File: src/rtl/fetch_stage_pkg.sv
// Shared CPU definitions used by the fetch and decode stages.
package fetch_stage_pkg;
  localparam int PC_W_DEF  = 8;
  localparam int INS_W_DEF = 32;
  // addi x0, x0, 0
  localparam logic [INS_W_DEF-1:0] NOP_INS = 32'h0000_0013;
endpackage

File: src/rtl/fetch_stage_fifo.sv
// Fetch queue: power-of-two ring buffer with a separate occupancy counter and a flush.
module fetch_fifo
  import fetch_stage_pkg::*;
#(
  parameter int WIDTH = PC_W_DEF + INS_W_DEF,
  parameter int DEPTH = 4,
  localparam int AW   = $clog2(DEPTH),
  localparam int CW   = $clog2(DEPTH + 1)
) (
  input  logic             clk,
  input  logic             rst,
  input  logic             push,
  input  logic             pop,
  input  logic             flush,
  input  logic [WIDTH-1:0] wdata,
  output logic [WIDTH-1:0] rdata,
  output logic [CW-1:0]    count
);

  logic [WIDTH-1:0] mem [DEPTH];
  logic [AW-1:0]    wr_ptr_q, wr_ptr_d;
  logic [AW-1:0]    rd_ptr_q, rd_ptr_d;
  logic [CW-1:0]    count_q, count_d;

  always_comb begin
    wr_ptr_d = wr_ptr_q;
    rd_ptr_d = rd_ptr_q;
    count_d  = count_q;
    if (flush) begin
      wr_ptr_d = '0;
      rd_ptr_d = '0;
      count_d  = '0;
    end else begin
      if (push) wr_ptr_d = wr_ptr_q + AW'(1);
      if (pop)  rd_ptr_d = rd_ptr_q + AW'(1);
      if (push && !pop)      count_d = count_q + CW'(1);
      else if (pop && !push) count_d = count_q - CW'(1);
    end
  end

  always_ff @(posedge clk or negedge rst) begin
    if (!rst) begin
      wr_ptr_q <= '0;
      rd_ptr_q <= '0;
      count_q  <= '0;
    end else begin
      wr_ptr_q <= wr_ptr_d;
      rd_ptr_q <= rd_ptr_d;
      count_q  <= count_d;
    end
  end

  // Storage is data only; stale entries are never visible because count gates them.
  always_ff @(posedge clk) begin
    if (push && !flush) mem[wr_ptr_q] <= wdata;
  end

  assign rdata = mem[rd_ptr_q];
  assign count = count_q;

endmodule

File: src/rtl/fetch_stage.sv
// Instruction fetch: PC register, push/redirect control and a decoupling fetch queue.
module fetch_stage
  import fetch_stage_pkg::*;
#(
  parameter int          PC_W     = PC_W_DEF,
  parameter int          INS_W    = INS_W_DEF,
  parameter int          QDEPTH   = 4,
  parameter int unsigned RESET_PC = 0,
  localparam int         CW       = $clog2(QDEPTH + 1)
) (
  input  logic             clk,
  input  logic             rst,
  output logic [PC_W-1:0]  imem_addr,
  input  logic [INS_W-1:0] imem_data,
  input  logic             redirect_valid,
  input  logic [PC_W-1:0]  redirect_pc,
  output logic             out_valid,
  input  logic             out_ready,
  output logic [INS_W-1:0] out_ins,
  output logic [PC_W-1:0]  out_pc,
  output logic [CW-1:0]    q_count
);

  localparam int EW = PC_W + INS_W;

  logic [PC_W-1:0] pc_q, pc_d;
  logic            pop, push, full;
  logic [EW-1:0]   head;

  assign full      = (q_count == CW'(QDEPTH));
  assign out_valid = (q_count != '0);
  assign pop       = out_valid && out_ready;
  // A pop frees a slot in the same cycle, so a full queue can still accept a fetch.
  assign push      = !redirect_valid && (!full || pop);

  always_comb begin
    pc_d = pc_q;
    if (redirect_valid) pc_d = redirect_pc;
    else if (push)      pc_d = pc_q + PC_W'(1);
  end

  always_ff @(posedge clk or negedge rst) begin
    if (!rst) pc_q <= PC_W'(RESET_PC);
    else      pc_q <= pc_d;
  end

  fetch_fifo #(
    .WIDTH (EW),
    .DEPTH (QDEPTH)
  ) u_fifo (
    .clk   (clk),
    .rst   (rst),
    .push  (push),
    .pop   (pop),
    .flush (redirect_valid),
    .wdata ({pc_q, imem_data}),
    .rdata (head),
    .count (q_count)
  );

  assign imem_addr = pc_q;
  assign out_pc    = head[EW-1:INS_W];
  assign out_ins   = head[INS_W-1:0];

endmodule

File: config.mk
export PLATFORM = sky130hd
export DESIGN_NAME = fetch_stage
export DESIGN_NICKNAME = d
export VERILOG_FILES = /design/src/rtl/fetch_stage_pkg.sv /design/src/rtl/fetch_stage_fifo.sv /design/src/rtl/fetch_stage.sv
export SDC_FILE = /design/constraint.sdc
export NUM_CORES = 1
export LEC_CHECK = 0
export CAP_MARGIN = 20
export CORE_AREA = 2 2 140 115
export CTS_CLUSTER_DIAMETER = 120
export DETAILED_ROUTE_END_ITERATION = 6
export DIE_AREA = 0 0 142 117
export PLACE_DENSITY = 0.78
export RECOVER_POWER = 25
export SLEW_MARGIN = 5
export SYNTH_ARGS = -nofsm -noshare
export SYNTH_HDL_FRONTEND = slang
export SYNTH_SLANG_ARGS = --single-unit
File: constraint.sdc
create_clock -name clk -period 5.2 [get_ports clk]
set_input_delay 0.78 -clock clk [delete_from_list [all_inputs] [get_ports clk]]
set_output_delay 0.78 -clock clk [all_outputs]
set_load 0.01 [all_outputs]
; After elaboration in Yosys (flattened, before gate mapping)
; Memories as Yosys holds them, arrays and structs flattened.
; Cells that the tools add are included.
; Widths: inputs -> output; s select.
[word_totals]
ff_bits = 15
mem_bits_rw = 160
inputBits = 44
out_inout_bits = 52
elab_cells = 36
n_memories = 1
[classes]
n_addsub = 5
eq_ne = 1
mux = 11
n_reduce_logical = 14
[mem_list]
columns = memory, words, width, read_ports, rd_clocked_by_memory_dff, wr, line_no
row1 = u_fifo.mem, 4, 40, 1, 0, 1, fetch_stage_fifo.sv:20  ; logic [WIDTH-1:0] mem [DEPTH];
[ops]
columns = cell, n
row1 = $mux 8, 2
row2 = $mux 3, 3
row3 = $add 8x1->8 const B, 1
row4 = $mux 2, 4
row5 = $reduce_bool 3->1, 2
row6 = $logic_and 1x1->1, 5
row7 = $add 2x1->2 const B, 2
row8 = $logic_not 1->1, 4
row9 = $reduce_bool 2->1, 2
row10 = $add 3x1->3 const B, 1
row11 = $eq 3x3->1 const B, 1
row12 = $sub 3x1->3 const B, 1
row13 = $mux 1, 2
row14 = $logic_or 1x1->1, 1

; Logic depth before layout (Yosys ltp)
; Gate-level depths: netlist of run 1.
[depth]
word_depth = 9
depth_mapped = 8
mapped_depth_nobuf = 7

; Hierarchy
; A second synthesis of run 1 with hierarchy kept.
[unflattened]
hier_cells = 308
hier_area_um2 = 6756.5
[modules_own_cells]
columns = module, n_inst, cells_each, area_each_um2, seq_area_each_um2
row1 = fetch_fifo, 1, 253, 6256.0, 4979.8
row2 = fetch_stage, 1, 55, 500.5, 200.2

; Worst setup path after synthesis of run 1
; OpenSTA, ideal clock, no wires.
[synth_path]
path_type = input -> register
startpoint = input port out_ready
endpoint = memory u_fifo.mem[0][0] in the netlist's numbering (enable)
setup_time_ns = 0.401
arrival_time_ns = 2.342
required_ns = 4.799
path_slack_ns = 2.457
stages = 5
path_buffers = 2
cell_sequence = buf_2 -> nor4b_4 -> buf_4 -> nor2_1 -> and2_1
[synth_between]
elab_chain_cells = 6
[synth_lines]
columns = item, line_no
row1 = start: declaration, fetch_stage.sv:18  ; input logic out_ready,
row2 = $logic_and 1x1->1, fetch_stage.sv:32  ; assign pop = out_valid && out_ready;
row3 = $logic_or 1x1->1, fetch_stage.sv:34  ; assign push = !redirect_valid && (!full || pop);
row4 = $logic_and 1x1->1, fetch_stage.sv:34
row5 = $logic_and 1x1->1, fetch_stage_fifo.sv:55  ; if (push && !flush) mem[wr_ptr_q] <= wdata;
row6 = $mux 1, fetch_stage_fifo.sv:55
row7 = $mux 1 (implied by the code), fetch_stage_fifo.sv:55
row8 = end: declaration, fetch_stage_fifo.sv:20
; No other way between the ends.

; Final worst setup path of run 1
[layout_path]
startpoint = register u_fifo.rd_ptr_q[0]
endpoint = output port out_ins[10]
[layout_between]
elab_chain_cells = 1
[layout_lines]
columns = item, line_no
row1 = start: declaration, fetch_stage_fifo.sv:22  ; logic [AW-1:0] rd_ptr_q, rd_ptr_d;
row2 = start signal: assignment, fetch_stage_fifo.sv:48  ; rd_ptr_q <= rd_ptr_d;
row3 = $mem_v2 4x40, n/a
row4 = end: declaration, fetch_stage.sv:19  ; output logic [INS_W-1:0] out_ins,
; No other way between the ends.

==> impl_metrics.json, run 1 <==
{
  "layout_common_cells": "edfxtp_1, clkdlybuf4s50_1, mux4_2, clkbuf_16, dlygate4sd3_1",
  "p_per_area_nw_per_um2": 494,
  "hold_end": "u_fifo.wr_ptr_q[1]",
  "grt_pass1_wl_um": 19200,
  "vias_per_cell": 5.31,
  "fin_setup_tns_ps": 0,
  "die-area_um2": 16600,
  "finalInstanceArea_um2": 8440,
  "drt_wl_total_um": 12400,
  "cp_top_family": "flip-flops",
  "ys.flop_type": "edfxtp_1",
  "cts_buffer_depth": 2,
  "p_int_w": 0.00308,
  "clock-sinks": 175,
  "hold_buffers": 0,
  "async_flop_share": 0.0857,
  "regToRegEndpoint": "u_fifo.mem[3][16]",
  "postRouteAntennaNets": 0,
  "syn_area_per_cell_um2": 21.5,
  "wl_per_cell_um": 20.0,
  "drive_above_1_share": 0.184,
  "clk_pin_slew_ps": 60,
  "seq_power_share": 0.464,
  "synth_nets": 362,
  "swShare": 0.261,
  "antenna_found_initial": 1,
  "place.port_buffers": 95,
  "critPathSlowestCell": "dfrtp_4",
  "max_stage_delay_ps": 990,
  "num_vias": 3282,
  "cts_tree": "yes",
  "p_comb_frac": 0.230,
  "cts_made_buffers": 17,
  "hold_viol": 0,
  "slew_viol_final": 0,
  "worstPathRequired_ps": 4420,
  "drc": 0,
  "place_area_um2": 7830,
  "tightestPinTransition_ps": 1080,
  "cts_setup_buffers": 0,
  "crit_path_max_fanout": 42,
  "dr.pass1.iters": 4,
  "die_h_um": 117,
  "status": "finished clean",
  "arrival_ps": 2550,
  "hp-class": "reg2reg",
  "dp_hpwl_um": 7460,
  "synthCells": 312,
  "synth_edf_count": 160,
  "holdCritStartpoint": "u_fifo.wr_ptr_q[1]",
  "ctsHtreeMaxLevel": 4,
  "reg2reg_slack_ps": 2750,
  "clock_latency_ps": 430,
  "grt_pass1_vias": 3559,
  "cp_cell_sequence": "mux4_2, clkdlybuf4s50_1",
  "ys_seq_elements": 175,
  "p_leak_nw": 2.76,
  "ir_worst_vdd_v": 0.000346,
  "yosys_warnings": 0,
  "path_class": "reg2out",
  "rows": 41,
  "timing.final.crit_share": 0.641,
  "p_switching_w": 0.00109,
  "setup.worst_path.end_class": "primary output",
  "grt_util_all_layers": 0.159,
  "cts_resized": 0,
  "num_io_pins": 96,
  "reg2reg_from": "u_fifo.count[1]",
  "setup_viol": 0,
  "skew_ps": 18.4,
  "synth.yosys.seq_area_share": 0.773,
  "fillers": 1150,
  "core_area_um2": 15300,
  "grt_overflow_total": 0,
  "ys_types": 36,
  "critPathBufInv": 1,
  "finalNetCount": 461,
  "p_clk_frac": 0.306,
  "slew-limit-headroom": 0.283,
  "grt_start_max_net_pins": 43,
  "fmax_mhz": 300,
  "cap_violations": 0,
  "reg2reg_depth": 3,
  "min_path_cells": 2,
  "rsz0062_at_grt": "no",
  "place_congestion": 0.778,
  "die_width_um": 142,
  "period_needed_ps": 3330,
  "syn_to_final_growth_pct": 26.0,
  "critPathLaunchType": "flop",
  "synth.cell_area_um2": 6700,
  "root_buffer": "clkbuf_16",
  "layout_commonest_cell": "edfxtp_1",
  "drt-initial-drc-count": 176,
  "start_util": 0.437
}
-- state kept, by name, summed over array words and instances, names as in the netlist --
| signal | count |
|---|---|
| u_fifo.mem | 160 |
| imem_addr | 8 |
| u_fifo.count | 3 |
| u_fifo.rd_ptr_q | 2 |
| u_fifo.wr_ptr_q | 2 |
-- final cells by class --
type,count,area [um^2],share of cell area
flip-flops and latches,175,5180,0.614
inverters,8,30.0,0.00356
repair buffers,95,951,0.113
clock buffers,17,425,0.0504
multi-input cells,114,1430,0.169
clock inverters,15,183,0.0216
well taps,193,241,0.0286
diodes,1,2.50,0.000296
-- logic make-up after synthesis --
group	share of synthesized area
DFF	0.773
muxes	0.139
and+or+nand+nor	0.0364
buffers and inverters	0.0148
AOI/OAI and AO/OA	0.0192
adders and majority gates	0.0123
xor gates and xnor gates	0.00523
-- metal layers --
metal | GRT usage | wire (um) | up-vias
met2 | 0.269 | 6510 | 85
met3 | 0.0561 | 677 | 11
met1 | 0.194 | 5040 | 1704
li1 | - | - | 1482
met4 | 0.0540 | 138 | 0
met5 | 0 | 0 | -
-- power groups by stage --
stage               combinational [W]  sequential (W)  clock [W]
floorplan                    0.000604         0.00184          0
global placement             0.000962         0.00195          0
detailed placement           0.000973         0.00197          0
CTS                          0.000977         0.00195    0.00130
global route                  0.00103         0.00197    0.00136
finish                       0.000958         0.00194    0.00128
-- worst max path at each step --
| stage | start | to | slack, ps | cells past startpoint |
|---|---|---|---|---|
| CTS | u_fifo.rd_ptr_q[0] | out_ins[10] | 1770 | 2 |
| detailed placement | out_ready | u_fifo.mem[0][14] | 1880 | 4 |
| floorplan | out_ready | u_fifo.mem[0][0] | 2460 | 5 |
| global route | u_fifo.rd_ptr_q[0] | out_ins[9] | 1670 | 2 |
| finish | u_fifo.rd_ptr_q[0] | out_ins[10] | 1870 | 2 |
| global placement | out_ready | u_fifo.mem[0][13] | 1990 | 4 |
-- synthesized netlist by cell type (2+ instances only) --
library cell | instances | area (um^2)
buf_2 | 7 | 35.0
o31ai_1 | 2 | 15.0
mux2i_1 | 3 | 30.0
edfxtp_1 | 160 | 4800
buf_1 | 4 | 15.0
dfrtp_1 | 15 | 375
clkbuf_1 | 3 | 11.3
mux4_2 | 40 | 901
a31oi_1 | 3 | 18.8
ha_1 | 5 | 62.6
and2_1 | 5 | 31.3
inv_1 | 8 | 30.0
o211ai_1 | 2 | 15.0
nand2_1 | 8 | 30.0
a211o_1 | 2 | 17.5
xor2_1 | 3 | 26.3
nor2_1 | 11 | 41.3
o21ai_0 | 3 | 15.0
or3_1 | 3 | 18.8
or4_1 | 4 | 30.0
nand3_1 | 6 | 30.0
-- per-stage QoR --
step                      worst slack, ps  utilization  total power (W)  hold slack [ps]  instances
after floorplan                      2460            -          0.00244              484        312
after global placement               1990        0.511          0.00292              569        585
after detailed placement             1880        0.511          0.00295              591        585
after CTS                            1770        0.550          0.00422              617        617
after global routing                 1670        0.551          0.00436              637        618
final                                1870        0.551          0.00417              606        618
-- tightest hold or removal path, cell delays in order, from the launching register on --
cell	delay [ps]
dfrtp_1	400
mux2i_1	90
nor2_1	80
Note: power is estimated with default switching activity, not from simulation.
==> run 2: changes to the inputs <==
- clock period: 5.2 -> 3.4 ns (I/O delays scaled with it)
==> run 2 against run 1 <==
Sequential cell count stayed put. Critical endpoint is now out_ins[2]. First-iteration DRC count is 20% higher. Critical path depth is 1 higher.
==> impl_metrics.json, run 2 (same netlist as run 1, synthesis figures left out) <==
{
  "status": "finished clean",
  "cp_cell_sequence": "buf_12, mux4_2, clkdlybuf4s50_1",
  "p_leak_nw": 2.80,
  "cts_setup_buffers": 0,
  "post-place-ws_ps": 597,
  "num_io_pins": 96,
  "grt_util_all_layers": 0.160,
  "largest_register_ffs": 160,
  "vias_per_cell": 5.40,
  "grt_pass1_wl_um": 19500,
  "regMostFlops": "u_fifo.mem",
  "num_vias": 3355,
  "dp_hpwl_um": 7820,
  "ctsHtreeMaxLevel": 4,
  "place_congestion": 0.710,
  "critPathSlowestCell": "dfrtp_4",
  "p_per_area_nw_per_um2": 766,
  "cts_tree": "yes",
  "slew_viol_final": 0,
  "setup.worst_path.end_class": "primary output",
  "rsz0062_at_grt": "no",
  "instances_no_fill": 621,
  "clk_pin_slew_ps": 60,
  "slew-limit-headroom": 0.300,
  "drt_wl_total_um": 12800,
  "hold_viol": 0,
  "critPathLaunchType": "flop",
  "postRouteAntennaNets": 0,
  "timing.final.crit_share": 0.884,
  "hold_buffers": 0,
  "drc": 0,
  "wl_per_cell_um": 20.7,
  "die_width_um": 142,
  "grt_start_max_net_pins": 41,
  "period_needed_ps": 3010,
  "cap_violations": 0,
  "grt_pass1_vias": 3454,
  "max_stage_delay_ps": 710,
  "die-area_um2": 16600,
  "antenna_found_initial": 0,
  "cts_buffer_depth": 2,
  "die_h_um": 117,
  "fin_setup_tns_ps": 0,
  "worstPathRequired_ps": 2890,
  "core_area_um2": 15300,
  "cts_made_buffers": 17,
  "arrival_ps": 2500,
  "root_buffer": "clkbuf_16",
  "place.port_buffers": 95,
  "layout_common_cells": "edfxtp_1, clkdlybuf4s50_1, mux4_2, dlygate4sd3_1, clkbuf_16",
  "fmax_mhz": 333,
  "crit_path_max_fanout": 22,
  "grt_overflow_total": 0,
  "hp-class": "in2async",
  "ir_worst_vdd_v": 0.000480,
  "clock_latency_ps": 410,
  "start_util": 0.437,
  "dr.pass1.iters": 4,
  "rows": 41,
  "diodes": 0,
  "layout_commonest_cell": "edfxtp_1",
  "drive_above_1_share": 0.194,
  "cts_resized": 0,
  "skew_ps": 5.72,
  "tightestPinTransition_ps": 1050,
  "dp_cells": 589,
  "final_util": 0.556,
  "drt-initial-drc-count": 212,
  "path_class": "reg2out",
  "setup_viol": 0,
  "clock-sinks": 175,
  "setup_ws_ps": 394,
  "syn_to_final_growth_pct": 27.2,
  "finalNetCount": 465
}
## run 2: cell types whose count changed in the layout (fill, tap and decap cells not counted)
cell	previous run	this run
clkdlybuf4s50_1	78	75
clkinv_1	2	0
diode_2	1	0
buf_12	0	2
clkinv_2	0	1
clkbuf_1	0	1
buf_4	0	2
clkinv_4	4	3
inv_8	0	1
bufinv_16	3	4
dlygate4sd3_1	17	20
clkinvlp_4	2	1
## run 2: worst max-delay path: cells and delay by family (launching register included)
family	cells	cell delay (ps)
flip-flops	1	710
buffers and inverters	2	810
multiplexers	1	540
## run 2: stage by stage
| stage | cell area (um^2) | hold WS (ps) | total power, W |
|---|---|---|---|
| after floorplan | 6700 | 214 | 0.00373 |
| after global placement | 7890 | 555 | 0.00450 |
| after detailed placement | 7890 | 600 | 0.00456 |
| after CTS | 8520 | 531 | 0.00662 |
| after global routing | 8520 | 561 | 0.00681 |
| final | 8520 | 521 | 0.00653 |
## run 2: final cells by class
| class | count | area [um^2] |
|---|---|---|
| Fill cell | 1133 | 6820 |
| Sequential cell | 175 | 5180 |
| Clock buffer | 18 | 429 |
| Tap cell | 193 | 241 |
| Multi-Input combinational cell | 114 | 1430 |
| Inverter | 8 | 30.0 |
| Timing Repair Buffer | 99 | 1010 |
| Clock inverter | 14 | 205 |
## run 2: path summary, 6_finish.rpt
check	start	end	slack (ps)	depth (start not counted)
max	u_fifo.rd_ptr_q[0]	out_ins[2]	390	3
min	rst	imem_addr[0]	520	1
max reg2reg	u_fifo.count[2]	u_fifo.mem[3][28]	1270	3
min reg2reg	u_fifo.wr_ptr_q[1]	u_fifo.wr_ptr_q[1]	610	2
max in group asynchronous	rst	u_fifo.rd_ptr_q[0]	2350	1
min in group clk	u_fifo.wr_ptr_q[1]	u_fifo.wr_ptr_q[1]	610	2
## run 2: report_power, final
group | internal [W] | switching (W)
registers | 0.00268 | 0.000217
clock network | 0.00125 | 0.000805
logic | 0.000908 | 0.000680
total | 0.00483 | 0.00170
## run 2: per-layer routing
| layer | GRT usage | vias to the layer above | share of wire |
|---|---|---|---|
| met1 | 0.202 | 1750 | 0.42 |
| li1 | - | 1495 | - |
| met5 | 0 | - | 0 |
| met3 | 0.0464 | 13 | 0.054 |
| met2 | 0.270 | 97 | 0.52 |
| met4 | 0.0513 | 0 | 0.011 |
